==> src/rtl/sprite_renderer_gen.sv <==
// Scanline sprite renderer: fetches one ROM row into a line buffer per hsync, then shifts it out on gfx.
// Define SPRITE_SCALE2X_EN to draw every pixel for two cycles and every ROM row on two scanlines.
module sprite_renderer_gen #(
    parameter int W  = 16,
    parameter int H  = 16,
    parameter int AW = $clog2(H) + $clog2(W / 8)
) (
    input  logic          clk,
    input  logic          reset,
    input  logic          vstart,
    input  logic          load,
    input  logic          hstart,
    input  logic          hmirror,
    input  logic          vmirror,
    output logic [AW-1:0] rom_addr,
    input  logic [7:0]    rom_bits,
    output logic          gfx,
    output logic          busy
);

    localparam int NB  = W / 8;
    localparam int XW  = $clog2(W);
    localparam int BIW = $clog2(NB);
    localparam int BW  = (BIW > 0) ? BIW : 1;
    localparam int RW  = $clog2(H);
`ifdef SPRITE_SCALE2X_EN
    localparam int YW  = RW + 1;
    localparam int SC  = 2;
`else
    localparam int YW  = RW;
    localparam int SC  = 1;
`endif
    localparam int YMAX = H * SC - 1;

    typedef enum logic [2:0] {
        IDLE, WAIT_LOAD, FETCH_SETUP, FETCH_DATA, WAIT_HSTART, DRAW
    } state_t;

    state_t         state, state_next;
    logic [XW-1:0]  xcount;
    logic [YW-1:0]  ycount;
    logic [BW-1:0]  bcount;
    logic [W-1:0]   lbuf;
    logic [RW-1:0]  row, row_eff;
    logic [XW-1:0]  pix_idx;
    logic           x_step, last_x, last_b, last_y, line_end;

`ifdef SPRITE_SCALE2X_EN
    // phase=1 marks the second cycle of a doubled pixel; the column only advances then
    logic phase;
    assign row    = ycount[YW-1:1];
    assign x_step = phase;
`else
    assign row    = ycount;
    assign x_step = 1'b1;
`endif

    assign row_eff  = vmirror ? (RW'(H - 1) - row) : row;
    assign pix_idx  = hmirror ? (XW'(W - 1) - xcount) : xcount;
    assign last_x   = (xcount == XW'(W - 1));
    assign last_b   = (bcount == BW'(NB - 1));
    assign last_y   = (ycount == YW'(YMAX));
    assign line_end = last_x && x_step;

    always_ff @(posedge clk or posedge reset) begin
        if (reset) state <= IDLE;
        else       state <= state_next;
    end

    always_comb begin
        state_next = state;
        case (state)
            IDLE:        if (vstart) state_next = WAIT_LOAD;
            WAIT_LOAD:   if (load)   state_next = FETCH_SETUP;
            FETCH_SETUP: state_next = FETCH_DATA;
            FETCH_DATA:  state_next = last_b ? WAIT_HSTART : FETCH_SETUP;
            WAIT_HSTART: if (hstart) state_next = DRAW;
            DRAW:        if (line_end) state_next = last_y ? IDLE : WAIT_LOAD;
            default:     state_next = IDLE;
        endcase
    end

    always_comb begin
        busy = (state != IDLE);
    end

    always_ff @(posedge clk or posedge reset) begin
        if (reset) begin
            rom_addr <= '0;
            gfx      <= 1'b0;
            xcount   <= '0;
            ycount   <= '0;
            bcount   <= '0;
            lbuf     <= '0;
`ifdef SPRITE_SCALE2X_EN
            phase    <= 1'b0;
`endif
        end else begin
            gfx <= 1'b0;
            case (state)
                IDLE: ycount <= '0;
                WAIT_LOAD: begin
                    xcount <= '0;
                    bcount <= '0;
`ifdef SPRITE_SCALE2X_EN
                    phase  <= 1'b0;
`endif
                end
                FETCH_SETUP: rom_addr <= (AW'(row_eff) << BIW) | AW'(bcount);
                FETCH_DATA: begin
                    for (int k = 0; k < NB; k++)
                        if (bcount == BW'(k)) lbuf[8*k +: 8] <= rom_bits;
                    if (!last_b) bcount <= bcount + 1'b1;
                end
                DRAW: begin
                    gfx <= lbuf[pix_idx];
`ifdef SPRITE_SCALE2X_EN
                    phase <= ~phase;
`endif
                    if (x_step && !last_x) xcount <= xcount + 1'b1;
                    if (line_end && !last_y) ycount <= ycount + 1'b1;
                end
                default: ;
            endcase
        end
    end

endmodule

==> config.mk <==
export PLATFORM = sky130hd
export DESIGN_NAME = sprite_renderer_gen
export DESIGN_NICKNAME = d
export VERILOG_FILES = /design/src/rtl/sprite_renderer_gen.sv
export SDC_FILE = /design/constraint.sdc
export NUM_CORES = 1
export LEC_CHECK = 0
export ABC_AREA = 1
export ABC_CLOCK_PERIOD_IN_PS = 2200
export CORE_AREA = 2 2 67 53
export CTS_CLUSTER_SIZE = 12
export DETAILED_ROUTE_END_ITERATION = 16
export DIE_AREA = 0 0 69 55
export GPL_ROUTABILITY_DRIVEN = 0
export GPL_TIMING_DRIVEN = 0
export PLACE_DENSITY = 0.83
export SLEW_MARGIN = 20
export SYNTH_ARGS = -nofsm -noshare
export SYNTH_HDL_FRONTEND = slang
export SYNTH_SLANG_ARGS = --single-unit
==> constraint.sdc <==
create_clock -name clk -period 2.2 [get_ports clk]
set_input_delay 0.33 -clock clk [delete_from_list [all_inputs] [get_ports clk]]
set_output_delay 0.33 -clock clk [all_outputs]
set_load 0.05 [all_outputs]
Word-level counts from Yosys, hierarchy flattened --
Index checks and enable logic that the tools add are counted.
Operators by class: add/sub/neg operators 5, order comparisons 1, equal/unequal tests 13, multiplexer cells 18, bitwise gates (word level) 2, reductions and logical operators 12
Operator list (number):
- one-hot mux 3 bit (6 select lines) | 1
- 2-to-1 mux 4 bit | 4
- one-hot mux 4 bit (2 select lines) | 2
- 2-to-1 mux 3 bit | 5
- != test 2 bit, second input constant | 6
- adder 4 x 1 -> 4 bit, second input constant | 2
- equality test 4 bit, second input constant | 2
- AND reduction 2 bit | 4
- subtractor 4 bit, first input constant | 2
- equality test 3 x 2 -> 1 bit, second input constant | 2
- equality test 3 bit, second input constant | 2
- nonzero test 2 bit | 3
- less-than comparator 4 x 5 -> 1 bit, second input constant | 1
- OR 5 x 1 -> 5 bit | 1
- binary-select mux 1 bit (select 4 bit) | 1
- 2-to-1 mux 1 bit | 4
- AND reduction 4 bit | 1
- equality test 3 x 1 -> 1 bit, second input constant | 1
- zero test 3 bit | 1
- nonzero test 3 bit | 1
- one-hot mux 1 bit (2 select lines) | 1
- adder 1 bit, second input constant | 1
- logical AND 1 bit | 1
- zero test 1 bit | 1
- NOT 1 bit | 1
Storage, ports and cells: flip-flop bits (word level) 34, input bits 15, output and inout bits 7, word-level logic and storage cells 59

Longest topological paths before layout --
Gate-level depths: netlist of run 1.
depth in word-level cells 5, mapped depth 10, gate-level depth less buffers 9

Least setup slack after synthesis of run 1 --
No wires, ideal clock.
path type register to register, start reg state[0], end reg state[0], arrival 1.516 ns, required time 2.074 ns, path slack 0.557 ns, cell stages (with the launch flop) 7, period minus slack after synthesis 1.643 ns, cell sequence dfrtp_1 > inv_1 > nand3_1 > o22ai_1 > inv_1 > nand2_1 > o21ai_0
On the way: word-level cells in the longest chain between the ends 3, elaborated cells between the ends (all ways) 12, those cells by class eq/ne: 9; mux: 1; reduce/logical: 2
RTL lines:
- start: declaration | line 39 | state_t state, state_next;
- start signal: assignment | line 67 | else state <= state_next;
- equality test 3 bit (tied with other cells) | line 72 | case (state)
- != test 2 bit (no source line)
- AND reduction 4 bit (no source line)
Parallel ways exist; a longest one is shown, timed or not. A chain may end at the register's enable or synchronous reset.

Final worst setup path of run 1 --
start reg state[2], end out busy
On the way: word-level cells in the longest chain between the ends 1
RTL lines:
- nonzero test 3 bit | line 84 | busy = (state != IDLE);
- end: declaration | line 18 | output logic busy
Every way passes these cells.

==> impl_metrics.py, run 1 <==
metrics = {
    "outcome": {
        "outcome": "complete, no violations",
    },
    "logic_synthesis": {
        "synth.most_common_cell": "nand2_1",
        "synthFlopType": "dfrtp_1",
        "seq_area_frac_synth_pct": 50.7,
        "synthTopCellsByCount": "nand2_1, dfrtp_1, inv_1",
        "synth-edff-count": 0,
        "ys_types": 25,
        "synth.net_count": 225,
        "synth.largest_area_cell": "dfrtp_1",
        "synth_top_area_share_pct": 50.7,
        "netlist_area_um2": 1680,
        "postSynth.asyncResetShare_pct": 100,
        "synthesis.area_per_instance_um2": 8.07,
        "postSynthCellCount": 208,
        "post_synth_main_area_contributors": "dfrtp_1, nand2_1, nand3_1",
        "yosysWarnings": 0,
        "synth_seq_cells": 34,
    },
    "cells_and_area": {
        "drive_gt1_share_pct": 8.94,
        "syn_to_final_growth_pct": 21.3,
        "design.final.nets": 251,
        "antenna_diodes": 0,
    },
    "placed_design": {
        "buffer_ports.inserted": 19,
        "hpwlAfterDp_mm": 2.33,
    },
    "min_path": {
        "worstHoldPathType": "in -> async",
    },
    "drt": {
        "drtIter0Drc": 134,
        "ant_nets": 0,
        "detailedRoute.firstPassIterationCount": 4,
        "drc_errors": 0,
        "detail_route.wl_per_cell_um": 12.2,
        "route.detailed.vias_per_inst": 5.19,
        "route.vias.total": 1427,
        "drt-total-wl_mm": 3.36,
    },
    "floorplanning": {
        "initial_standard_cell_utilization_of_the_core_pct": 53.2,
        "fp.dieW_um": 69,
        "ios": 22,
        "std_cell_rows": 18,
        "die-height_um": 55,
        "core_area_um2": 3150,
        "die_area_um2": 3800,
    },
    "critical_path": {
        "timing.critical_path.fanout_max": 5,
        "crit_path_end": "busy",
        "critical_path_source_type": "register",
        "crit_start": "state[2]",
        "setup.worst_path.end_class": "output pin",
        "worst-endpoint-required_ns": 1.87,
        "timing.critical_path.arrival_ns": 1.49,
        "crit-reg2reg-launch": "xcount[0]",
        "worst-setup-path-type": "reg -> out",
        "worst_r2r_path_depth": 7,
        "rrSetupSlack_ns": 0.62,
        "r2r-end": "xcount[3]",
    },
    "power": {
        "comb_power_share_pct": 41.8,
        "power_switching_mw": 1.17,
        "switching_share_pct": 42.0,
        "leakagePower_nw": 0.977,
        "power_report.internal_total_mw": 1.62,
        "power.ir.vdd_worst_v": 0.000678,
        "power.clock.fraction_pct": 20.6,
        "power_density_nw_per_um2": 1370,
        "power.share.sequential_pct": 37.6,
    },
    "global_routing": {
        "grt_antenna_before_repair": 0,
        "grt_pass1_wl_mm": 5.74,
        "grt_overflow": 0,
        "maximum_number_of_pins_on_one_net_before_global_route_repair": 35,
        "grt_pass1_vias": 1246,
        "grtUsageTotal_pct": 20.0,
    },
    "sta": {
        "fmax_achieved_mhz": 551,
        "finClkSkew_ns": 0.00869,
        "worst-slew-pin-transition_ns": 0.686,
        "setup_viol_count_final": 0,
        "timing.final.max_slew_violations": 0,
        "maxSlewHeadroom_pct": 54.2,
        "fin_crit_ns": 1.82,
        "post-route-period-util_pct": 82.5,
        "timing.final.hold_violations": 0,
        "hold_slack_ns": 0.455,
        "timing.setup.tns_ns": 0,
        "rsz0062_at_grt": "no",
    },
    "clock_network": {
        "cts_tree": "yes",
        "clock_buffer_count_from_cts": 5,
        "cts.htree.levels": 2,
        "clk-insertion-delay-late_ns": 0.29,
        "clkSlewWorstSetupHoldPaths_ns": 0.08,
        "buffers_inserted_during_post_cts_setup_optimization": 0,
        "cts.sinks": 34,
        "clk_path_buf_depth": 2,
        "clock-root-buffer": "clkbuf_8",
    },
    "run": {
        "max_cap_viols": 0,
    },
}
-- per-layer routing --
layer  GRT usage [%]  wire, µm  up-vias
met5               0         0        -
met4            10.8        60        0
met3            4.53       148        8
met2            28.8      1380       30
met1            28.4      1780      661
li1                -         -      728
-- layout make-up --
class	count	area [µm²]
multi-input combinational	143	707
buffer	5	22.5
timing repair buffer	19	193
sequential	34	851
tap	40	50.0
fill	270	1120
clock inverter	3	45.0
inverter	26	97.6
clock buffer	5	68.8
-- power groups by stage --
stage          logic, mW  clock network (mW)  registers (mW)
4_1_cts             1.17               0.581            1.05
5_1_grt             1.30               0.608            1.08
2_1_floorplan      0.722                   0            1.17
6_report            1.17               0.576            1.05
3_3_place_gp        1.13                   0            1.05
3_5_place_dp        1.16                   0            1.05
-- placed cells by master (no fill, tap or decap), types with 2 or more instances in the layout --
cell type,n
nand3_1,21
ha_1,2
dfrtp_1,34
clkdlybuf4s50_1,18
nor3_1,2
xnor2_1,6
o22ai_1,2
buf_2,3
nand2_1,51
inv_1,23
o21ai_1,17
inv_2,3
clkinvlp_4,2
o21ai_0,8
a21oi_1,8
nand2_2,4
nor2_1,12
clkbuf_8,5
a31oi_1,3
-- worst min path at each step --
stage / cells past startpoint / start / end
after floorplan: 2 / lbuf[12] / lbuf[12]
after CTS: 3 / vmirror / rom_addr[1]
after global placement: 2 / rom_addr[4] / rom_addr[4]
after detailed placement: 2 / rom_addr[4] / rom_addr[4]
final: 2 / reset / state[2]
after global routing: 2 / lbuf[5] / lbuf[5]
-- per-stage QoR --
stage	power (mW)	instance area (µm²)	setup slack, ns	util, %	std cells
2_1_floorplan	1.89	1680	0.557	-	208
3_3_place_gp	2.17	1920	0.329	60.8	267
3_5_place_dp	2.21	1920	0.327	60.8	267
4_1_cts	2.80	2030	0.00368	64.4	275
5_1_grt	2.99	2030	0.315	64.5	275
6_report	2.79	2030	0.385	64.5	275
-- flip-flops by register name, summed over array words and instances (netlist names) --
name      flops
bcount        1
lbuf         16
gfx           1
xcount        4
rom_addr      5
row           4
state         3
-- cell families after synthesis --
| family | share of synthesized area [%] |
|---|---|
| XOR/XNOR | 3.13 |
| AND/OR/NAND/NOR | 24.8 |
| buffers and inverters | 7.16 |
| adder cells (fa/ha/maj) | 1.49 |
| flip-flops | 50.7 |
| AO/OA/AOI/OAI | 12.7 |
-- repair_timing --
action | in CTS | in global routing
setup endpoints to repair | 0 | 1
hold buffers | 0 | 0
gates resized for setup | 0 | 1
-- worst max-delay path: stages (launching register included) --
cell	delay, ns
dfrtp_1	0.45
inv_1	0.10
nand3_1	0.19
dlymetal6s2s_1	0.45
Note: power is estimated with default switching activity, not from simulation.
==> inputs of run 2 (changes only) <==
Settings changed: ABC_CLOCK_PERIOD_IN_PS 2200 to 1530, CORE_AREA 2 2 67 53 to 2 2 71 56, DIE_AREA 0 0 69 55 to 0 0 73 58, PLACE_DENSITY 0.83 to 0.78.
Clock period 2.2 ns to 1.53 ns, I/O delays scaled along.
==> run 2 against run 1 <==
Net effect:
- highest routed layer unchanged
- critical path depth is the same
- cell area up 2.7%
- critical path type unchanged
- clock-buffer cell count rose by 2
- largest power group unchanged
==> impl_metrics.py, run 2 (same netlist as run 1, synthesis figures left out) <==
metrics = {
    "drt": {
        "detailedRoute.firstPassIterationCount": 4,
        "detail_route.wl_per_cell_um": 12.5,
        "drtIter0Drc": 83,
        "ant_nets": 0,
        "drt-total-wl_mm": 3.50,
        "route.detailed.vias_per_inst": 5.09,
        "route.vias.total": 1425,
        "drc_errors": 0,
    },
    "floorplanning": {
        "ios": 22,
        "std_cell_rows": 19,
        "fp.dieW_um": 73,
        "core_area_um2": 3540,
        "die_area_um2": 4230,
        "die-height_um": 58,
        "initial_standard_cell_utilization_of_the_core_pct": 47.4,
    },
    "cells_and_area": {
        "antenna_diodes": 0,
        "syn_to_final_growth_pct": 24.5,
        "max_reg_flops": 16,
        "layout_commonest_cell": "nand2_1",
        "max_flop_register": "lbuf",
        "design.final.nets": 254,
        "most_used_cells_in_the_layout_excluding_fill_and_tap_cells": "nand2_1, dfrtp_1, inv_1",
        "largestRegisters": "lbuf: 16 flops, rom_addr: 5 flops",
        "drive_gt1_share_pct": 14.7,
    },
    "sta": {
        "timing.final.max_slew_violations": 0,
        "maxSlewHeadroom_pct": 53.8,
        "fin_crit_ns": 1.49,
        "timing.setup.tns_ns": 0,
        "setup_viol_count_final": 0,
        "post-route-period-util_pct": 97.3,
        "timing.final.hold_violations": 0,
        "finClkSkew_ns": 0.00937,
        "fmax_achieved_mhz": 672,
        "worst-slew-pin-transition_ns": 0.692,
    },
    "critical_path": {
        "rrSetupSlack_ns": 0.12,
        "worst-endpoint-required_ns": 1.30,
        "crit-reg2reg-launch": "xcount[0]",
        "worst_r2r_path_depth": 7,
        "timing.critical_path.fanout_max": 5,
        "worst-setup-path-type": "reg -> out",
        "setup.worst_path.end_class": "output pin",
        "timing.critical_path.arrival_ns": 1.26,
        "r2r-end": "xcount[3]",
        "critical_path_source_type": "register",
    },
    "global_routing": {
        "grtUsageTotal_pct": 19.0,
        "grt_pass1_vias": 1373,
        "maximum_number_of_pins_on_one_net_before_global_route_repair": 35,
        "grt_pass1_wl_mm": 6.05,
        "grt_overflow": 0,
        "grt_antenna_before_repair": 0,
    },
    "clock_network": {
        "clock_buffer_count_from_cts": 5,
        "cts_tree": "yes",
        "cts.htree.levels": 2,
        "clock-root-buffer": "clkbuf_8",
        "clk_path_buf_depth": 2,
        "cts.sinks": 34,
        "clk-insertion-delay-late_ns": 0.29,
        "clkSlewWorstSetupHoldPaths_ns": 0.07,
    },
    "power": {
        "tot_pwr_mw": 3.93,
        "power_density_nw_per_um2": 1880,
        "power.ir.vdd_worst_v": 0.000762,
        "leakagePower_nw": 1.01,
    },
    "run": {
        "max_cap_viols": 0,
    },
    "placed_design": {
        "buffer_ports.inserted": 19,
        "hpwlAfterDp_mm": 2.44,
    },
    "min_path": {
        "min_delay_path_depth": 3,
        "min_from": "vmirror",
        "min_delay_worst_endpoint": "rom_addr[1]",
        "worstHoldPathType": "in -> reg",
    },
    "outcome": {
        "outcome": "complete, no violations",
    },
}
==> run 2: changes by cell type in the layout (fill, tap and decap cells not counted), moves of 2 or more <==
cell | previous run | this run
clkdlybuf4s50_1 | 18 | 12
clkinvlp_4 | 2 | 0
nor2_4 | 0 | 2
buf_4 | 0 | 4
nand2_2 | 4 | 6
nand2_1 | 51 | 48
dlygate4sd2_1 | 0 | 6
==> run 2: how the worst max path moves through the flow <==
stage                         start  endpoint  slack (ns)  depth (start not counted)
after floorplan            state[0]  state[0]        0.13                          6
after global placement        reset       gfx       -0.22                          2
after detailed placement   state[2]      busy       -0.19                          3
after CTS                  state[0]      busy        -0.1                          3
after global routing      xcount[0]       gfx      -0.009                         10
final                      state[2]      busy        0.04                          3
==> run 2: layer usage <==
metal	routed length (µm)	GRT usage, %
met1	1790	28.1
met2	1480	26.5
met3	178	5.91
met4	57	6.35
met5	0	0
==> run 2: repair_timing <==
action                     in CTS  in global routing
resized for setup               9                 19
hold buffers                    0                  0
setup endpoints to repair      10                 13
setup buffers                   3                  0
pin swaps                       1                  3
==> run 2: area by class of cell <==
cell class	instances	area, µm²
tap	42	52.6
timing repair buffer	22	203
buffer	5	22.5
clock inverter	1	5.00
sequential	34	852
multi-input combinational	143	771
fill	293	1450
inverter	26	97.6
clock buffer	7	86.3
==> run 2: critical path, cell delays in order (launching register included) <==
cell,delay [ns]
dfrtp_2,0.46
inv_1,0.12
nand3_2,0.15
buf_4,0.23
==> run 2: where the power goes <==
group	leakage, nW	switching, mW	internal (mW)	total [mW]
clock network	0.0482	0.330	0.363	0.693
logic	0.527	1.15	0.587	1.74
registers	0.431	0.240	1.26	1.50
==> run 2: metrics by stage <==
step | instances | worst slack (ns) | hold WS (ns) | cell area, µm² | utilization [%]
CTS | 280 | -0.0994 | 0.345 | 2030 | 57.4
global placement | 269 | -0.223 | 0.465 | 1930 | 54.4
global route | 280 | -0.00949 | 0.381 | 2090 | 59.0
detailed placement | 269 | -0.189 | 0.473 | 1930 | 54.4
finish | 280 | 0.0409 | 0.343 | 2090 | 59.0
floorplan | 208 | 0.129 | 0.371 | 1680 | -
==> RTL edit 1, RTL diff (config.mk and constraints of run 1) <==
Encoding of `state_t`: now one-hot (6 bits for 6 states).
--- a/src/rtl/sprite_renderer_gen.sv
+++ b/src/rtl/sprite_renderer_gen.sv
@@ -34,4 +34,4 @@
 
-    typedef enum logic [2:0] {
-        IDLE, WAIT_LOAD, FETCH_SETUP, FETCH_DATA, WAIT_HSTART, DRAW
+    typedef enum logic [5:0] {
+        IDLE = 6'b000001, WAIT_LOAD = 6'b000010, FETCH_SETUP = 6'b000100, FETCH_DATA = 6'b001000, WAIT_HSTART = 6'b010000, DRAW = 6'b100000
     } state_t;
Behaviour: no difference found for any inputs over 10 cycles, from zero or initial values and one cycle with reset high; not proved beyond that.
==> RTL edit 1 against run 1 <==
  * Design area rose by 11%
  * Sequential share of layout area fell by 0.77 points
  * Synthesized area rose by 15%
  * Synthesized cell count rose by 18%
  * Maximum frequency fell by 6.4%
  * Total power fell by 5.2%
  * First-iteration DRC count fell by 25%
  * Routed wire length rose by 15%
  * Sequential cell count rose by 3
  * Register-to-register slack got worse by 0.03 ns
  * Clock power fell by 8.7%
  * Setup slack got worse by 0.12 ns
  * Utilization rose by 7.1 points
  * Critical path type unchanged
  * Largest cell class unchanged
  * Largest power group is now registers
  * Highest routed layer unchanged
==> RTL edit 1: results (changes against run 1) <==
* Clk pwr share at 0.199 (-0.007)
* Top flop regs: lbuf (16), state (6), rom_addr (5)
* Met3 Wirelength at 147 um (-0.68%)
* # resized after CTS at 1 (+1)
* Met3 Use GR at 0.0580 (+0.0127)
* Area of placed instances at 2160 um2 (+13%)
* Power per cell area at 1170 nW/um2 (-15%)
* Leakage power at 1.10 nW (+12%)
* Number of global-route vias before repair at 1,373 (+10%)
* Worst-margin pin slew at 0.744 ns (+0.0576 ns)
* Clk cell area share at 0.0449 (-0.0111)
* CLK BUF at 7 (+2)
* Status: complete, no violations
* Int Pwr at 0.00156 W (-3.7%)
* CP max-delay cell: dfstp_2
* H-tree Lvls at 2 (unchanged)
* Total power draw at 0.00265 W (-5.2%)
* Logic inverters at 24 (-7.7%)
* First-pass GRT wire length at 6.48 mm (+13%)
* Crit path max-delay family: flip-flops
* Register clock-pin slew on the reported worst setup and hold paths at 0.07 ns
* Flop-to-flop setup slack at 0.59 ns (-0.03 ns)
* Layout area overhead at 17.5%
* Max VDD drop at 0.000774 V (+14%)
* # nets final at 288 (+15%)
* Gr usage total at 0.230 (+0.0296)
* DRT Pass-1 Iters at 4 (unchanged)
* Sequential cell area at 927 um2 (+9.0%)
* 1st-iter DRT viols at 101 (-25%)
* Post-synth cell types at 28 (+12%)
* DR WL met2 at 1.68 mm (+22%)
* Largest net degree at the start of global routing at 38 (+8.6%)
* Comb pwr share at 0.387 (-0.031)
* FILL cells at 241 (-11%)
* Placed cells at 304 (+14%)
* Bufs w/o clock at 23 (-4.2%)
* Avg WL per Cell at 12.4 um (+1.6%)
* Worst-path fanout max at 7 (+2)
* Multi-In Gates at 180 (+26%)
* GR Util met1 at 0.316 (+0.0317)
* Synthesized net count at 262 (+16%)
* Signal buffers share of area at 0.0909 (-0.0149)
* Top post-synthesis cells by count: 92 x nand2_1, 36 x dfrtp_1, 21 x inv_1, 20 x nand3_1, 19 x nor2_1
* Non-Filler Instances at 312 (+13%)
* Clk_skew at 0.00743 ns (-0.00127 ns)
* Hpwl dp at 2.85 mm (+22%)
* Met2 global-route usage at 0.354 (+0.0657)
* Utilization after layout at 0.716 (+0.0710)
* Multi-input combinational area share at 0.392 (+0.0442)
* Reg2reg end: row[0]
* Layout cells sized above 1 at 0.103 (+0.0136)
* Vias at 1,580 (+11%)
* Number of flip-flops and latches at 37 (+8.8%)
* Mean Syn Cell Area at 7.84 um2 (-2.8%)
* Data arrival, critical path at 1.61 ns (+0.12 ns)
* Synth area leaders: dfrtp_1 47%, nand2_1 18%, nand3_1 5.2%
* Seq/Total Area, Yosys at 0.482 (-0.0247)
-- RTL edit 1: worst max-delay path by stage --
stage / start / end / slack [ns] / cells after the start
5_1_grt: state[0] / busy / 0.16 / 4
6_report: state[0] / busy / 0.26 / 4
4_1_cts: state[0] / busy / 0.07 / 4
3_5_place_dp: state[0] / busy / 0.21 / 4
3_3_place_gp: state[0] / busy / 0.22 / 4
2_1_floorplan: state[0] / row[0] / 0.38 / 6
-- RTL edit 1: metrics by stage --
stage               setup slack [ns]  hold WS, ns
floorplan                      0.384        0.438
detailed placement             0.207        0.464
finish                         0.261        0.473
CTS                           0.0702        0.472
global route                   0.162        0.496
global placement               0.220        0.458
-- RTL edit 1: kinds of logic (layout without fill, tap and decap cells) --
logic type / Yosys count / after routing / synth area share
buffers and inverters: 28 / 55 / 0.0573
and+or+nand+nor: 147 / 147 / 0.350
xor gates and xnor gates: 7 / 7 / 0.0319
AOI/OAI and AO/OA: 24 / 24 / 0.0658
DFF: 37 / 37 / 0.482
adders and majority gates: 2 / 2 / 0.0130
==> RTL edit 2, RTL diff (config.mk and constraints of run 1) <==
Without the edit above. The parameter `W` goes from 16 to 8.
--- a/src/rtl/sprite_renderer_gen.sv
+++ b/src/rtl/sprite_renderer_gen.sv
@@ -3,3 +3,3 @@
 module sprite_renderer_gen #(
-    parameter int W  = 16,
+    parameter int W  = 8,
     parameter int H  = 16,
Ports: changed (resized rom_addr); port bits go from 22 to 21. The function was not compared with the original's and may differ.
==> RTL edit 2 against run 1 <==
  * Routed wire length is 32% lower
  * Die area is the same
  * Synthesized area shrank 28%
  * Design area decreased by 27%
  * Sequential cell count decreased by 11
  * Via count fell by 29%
  * Maximum frequency is 5.0% lower
  * Setup slack lost 0.096 ns
  * Utilization down 18 points
  * Total power is 34% lower
==> RTL edit 2: results (changes against run 1) <==
* Status: complete, no violations
* XOR/XNOR Fraction of Synth Area at 0.0580 (+0.0267)
* Number of global-route vias before repair at 906 (-27%)
* Largest register FFs at 8 (-8)
* Seq/Total Area, Yosys at 0.477 (-0.0304)
* Post-synth cell types at 23 (-8.0%)
* First-pass GRT wire length at 3.93 mm (-32%)
* 1st-iter DRT viols at 92 (-31%)
* Clk_lat worst skew at 0.26 ns (-0.03 ns)
* FILL cells at 320 (+19%)
* Synth area leaders: dfrtp_1 48%, nand2_1 12%, o21ai_0 7.0%
* Met2 global-route usage at 0.215 (-0.0737)
* CTS Buf Count at 3 (-2)
* Area of placed instances at 1440 um2 (-25%)
* Synth Area in Compound Gates at 0.0953 (-0.0314)
* Top post-synthesis cells by count: 38 x nand2_1, 23 x dfrtp_1, 19 x inv_1, 17 x o21ai_0, 14 x nand3_1
* Avg WL per Cell at 10.8 um (-12%)
* Hpwl dp at 1.77 mm (-24%)
* Post-Synth Adder-Cell Area at 0.0311 (+0.0162)
* # nets final at 191 (-24%)
* Asr flop ratio synth at 1.00 (unchanged)
* I/O Buffers at 18 (-1)
* Max-slew headroom at 0.417 (-0.125)
* Met3 Use GR at 0.0417 (-0.00362)
* H-tree Lvls at 1 (-1)
* GR Util met1 at 0.172 (-0.112)
* Layout cells sized above 1 at 0.0640 (-0.0254)
* Gr usage total at 0.132 (-0.0683)
* Int Pwr at 0.00103 W (-36%)
* Max VDD drop at 0.000618 V (-8.8%)
* Synthesized net count at 168 (-25%)
* Data arrival, critical path at 1.58 ns (+0.09 ns)
* Clk_skew at 0.000694 ns (-0.00800 ns)
* Vias at 1,014 (-29%)
* Leakage power at 0.711 nW (-27%)
* Worst hold path type: register to register
* Largest net degree at the start of global routing at 24 (-31%)
[RTL edit 2: cell types whose count changed after synthesis, moves of 2 or more]
cell,delta
buf_2,-2
nand2_1,-13
nand2_2,-3
xor2_1,+2
nand3_1,-7
dfrtp_1,-11
o21ai_1,-17
o21ai_0,+9
a21oi_1,-6
a31oi_1,-2
inv_1,-5
[RTL edit 2: worst paths after layout]
check,start,end,slack [ns],cells after the start
worst min register to register,lbuf[7],lbuf[7],0.49,2
min in group asynchronous,reset,rom_addr[2],0.55,2
worst max register to register,xcount[0],xcount[0],0.74,6
worst min-delay path,lbuf[7],lbuf[7],0.49,2
max in group asynchronous,reset,lbuf[1],1.12,2
worst max-delay path,state[2],busy,0.29,3
[RTL edit 2: critical path, cell delays in order, from the launching register on]
cell and delay (ns):
dfrtp_1 0.45, inv_1 0.12, nand3_1 0.18, dlygate4sd2_1 0.56
[RTL edit 2: kinds of logic after synthesis]
group                      Yosys count
buffers and inverters               24
DFF                                 23
xor gates and xnor gates             8
and+or+nand+nor                     70
AOI/OAI and AO/OA                   22
adders and majority gates            3
[RTL edit 2: metrics by stage]
stage	std cells	worst slack [ns]	total power (W)
after floorplan	150	0.570	0.00135
after global placement	208	0.313	0.00156
after detailed placement	208	0.297	0.00160
after CTS	212	0.274	0.00186
after global routing	212	0.207	0.00199
final	212	0.289	0.00184
[RTL edit 2: area by class of cell]
| class | count | area, um2 | area share |
|---|---|---|---|
| clock buffers | 3 | 41.3 | 0.0278 |
| inverters | 21 | 78.8 | 0.0532 |
| multi-input cells | 103 | 533 | 0.359 |
| clock inverters | 1 | 5.00 | 0.00338 |
| repair buffers | 18 | 179 | 0.121 |
| flip-flops and latches | 23 | 576 | 0.388 |
| well taps | 40 | 50.0 | 0.0338 |
| plain buffers | 3 | 20.0 | 0.0135 |
[RTL edit 2: power by group through the flow]
stage / Combinational, W / Clock (W) / Sequential, W
finish: 0.000862 / 0.000261 / 0.000713
global route: 0.000969 / 0.000286 / 0.000739
floorplan: 0.000512 / 0 / 0.000833
CTS: 0.000870 / 0.000272 / 0.000714
detailed placement: 0.000875 / 0 / 0.000723
global placement: 0.000853 / 0 / 0.000710
[RTL edit 2: per-layer routing]
| layer | share of wire | wire length [um] |
|---|---|---|
| met1 | 0.52 | 1190 |
| met2 | 0.42 | 959 |
| met3 | 0.053 | 122 |
| met4 | 0.0031 | 7 |
| met5 | 0 | 0 |
[RTL edit 2: what timing repair did]
action	CTS	global route
endpoints found under the setup margin	1	0
hold buffers	0	0
resized for setup	1	0
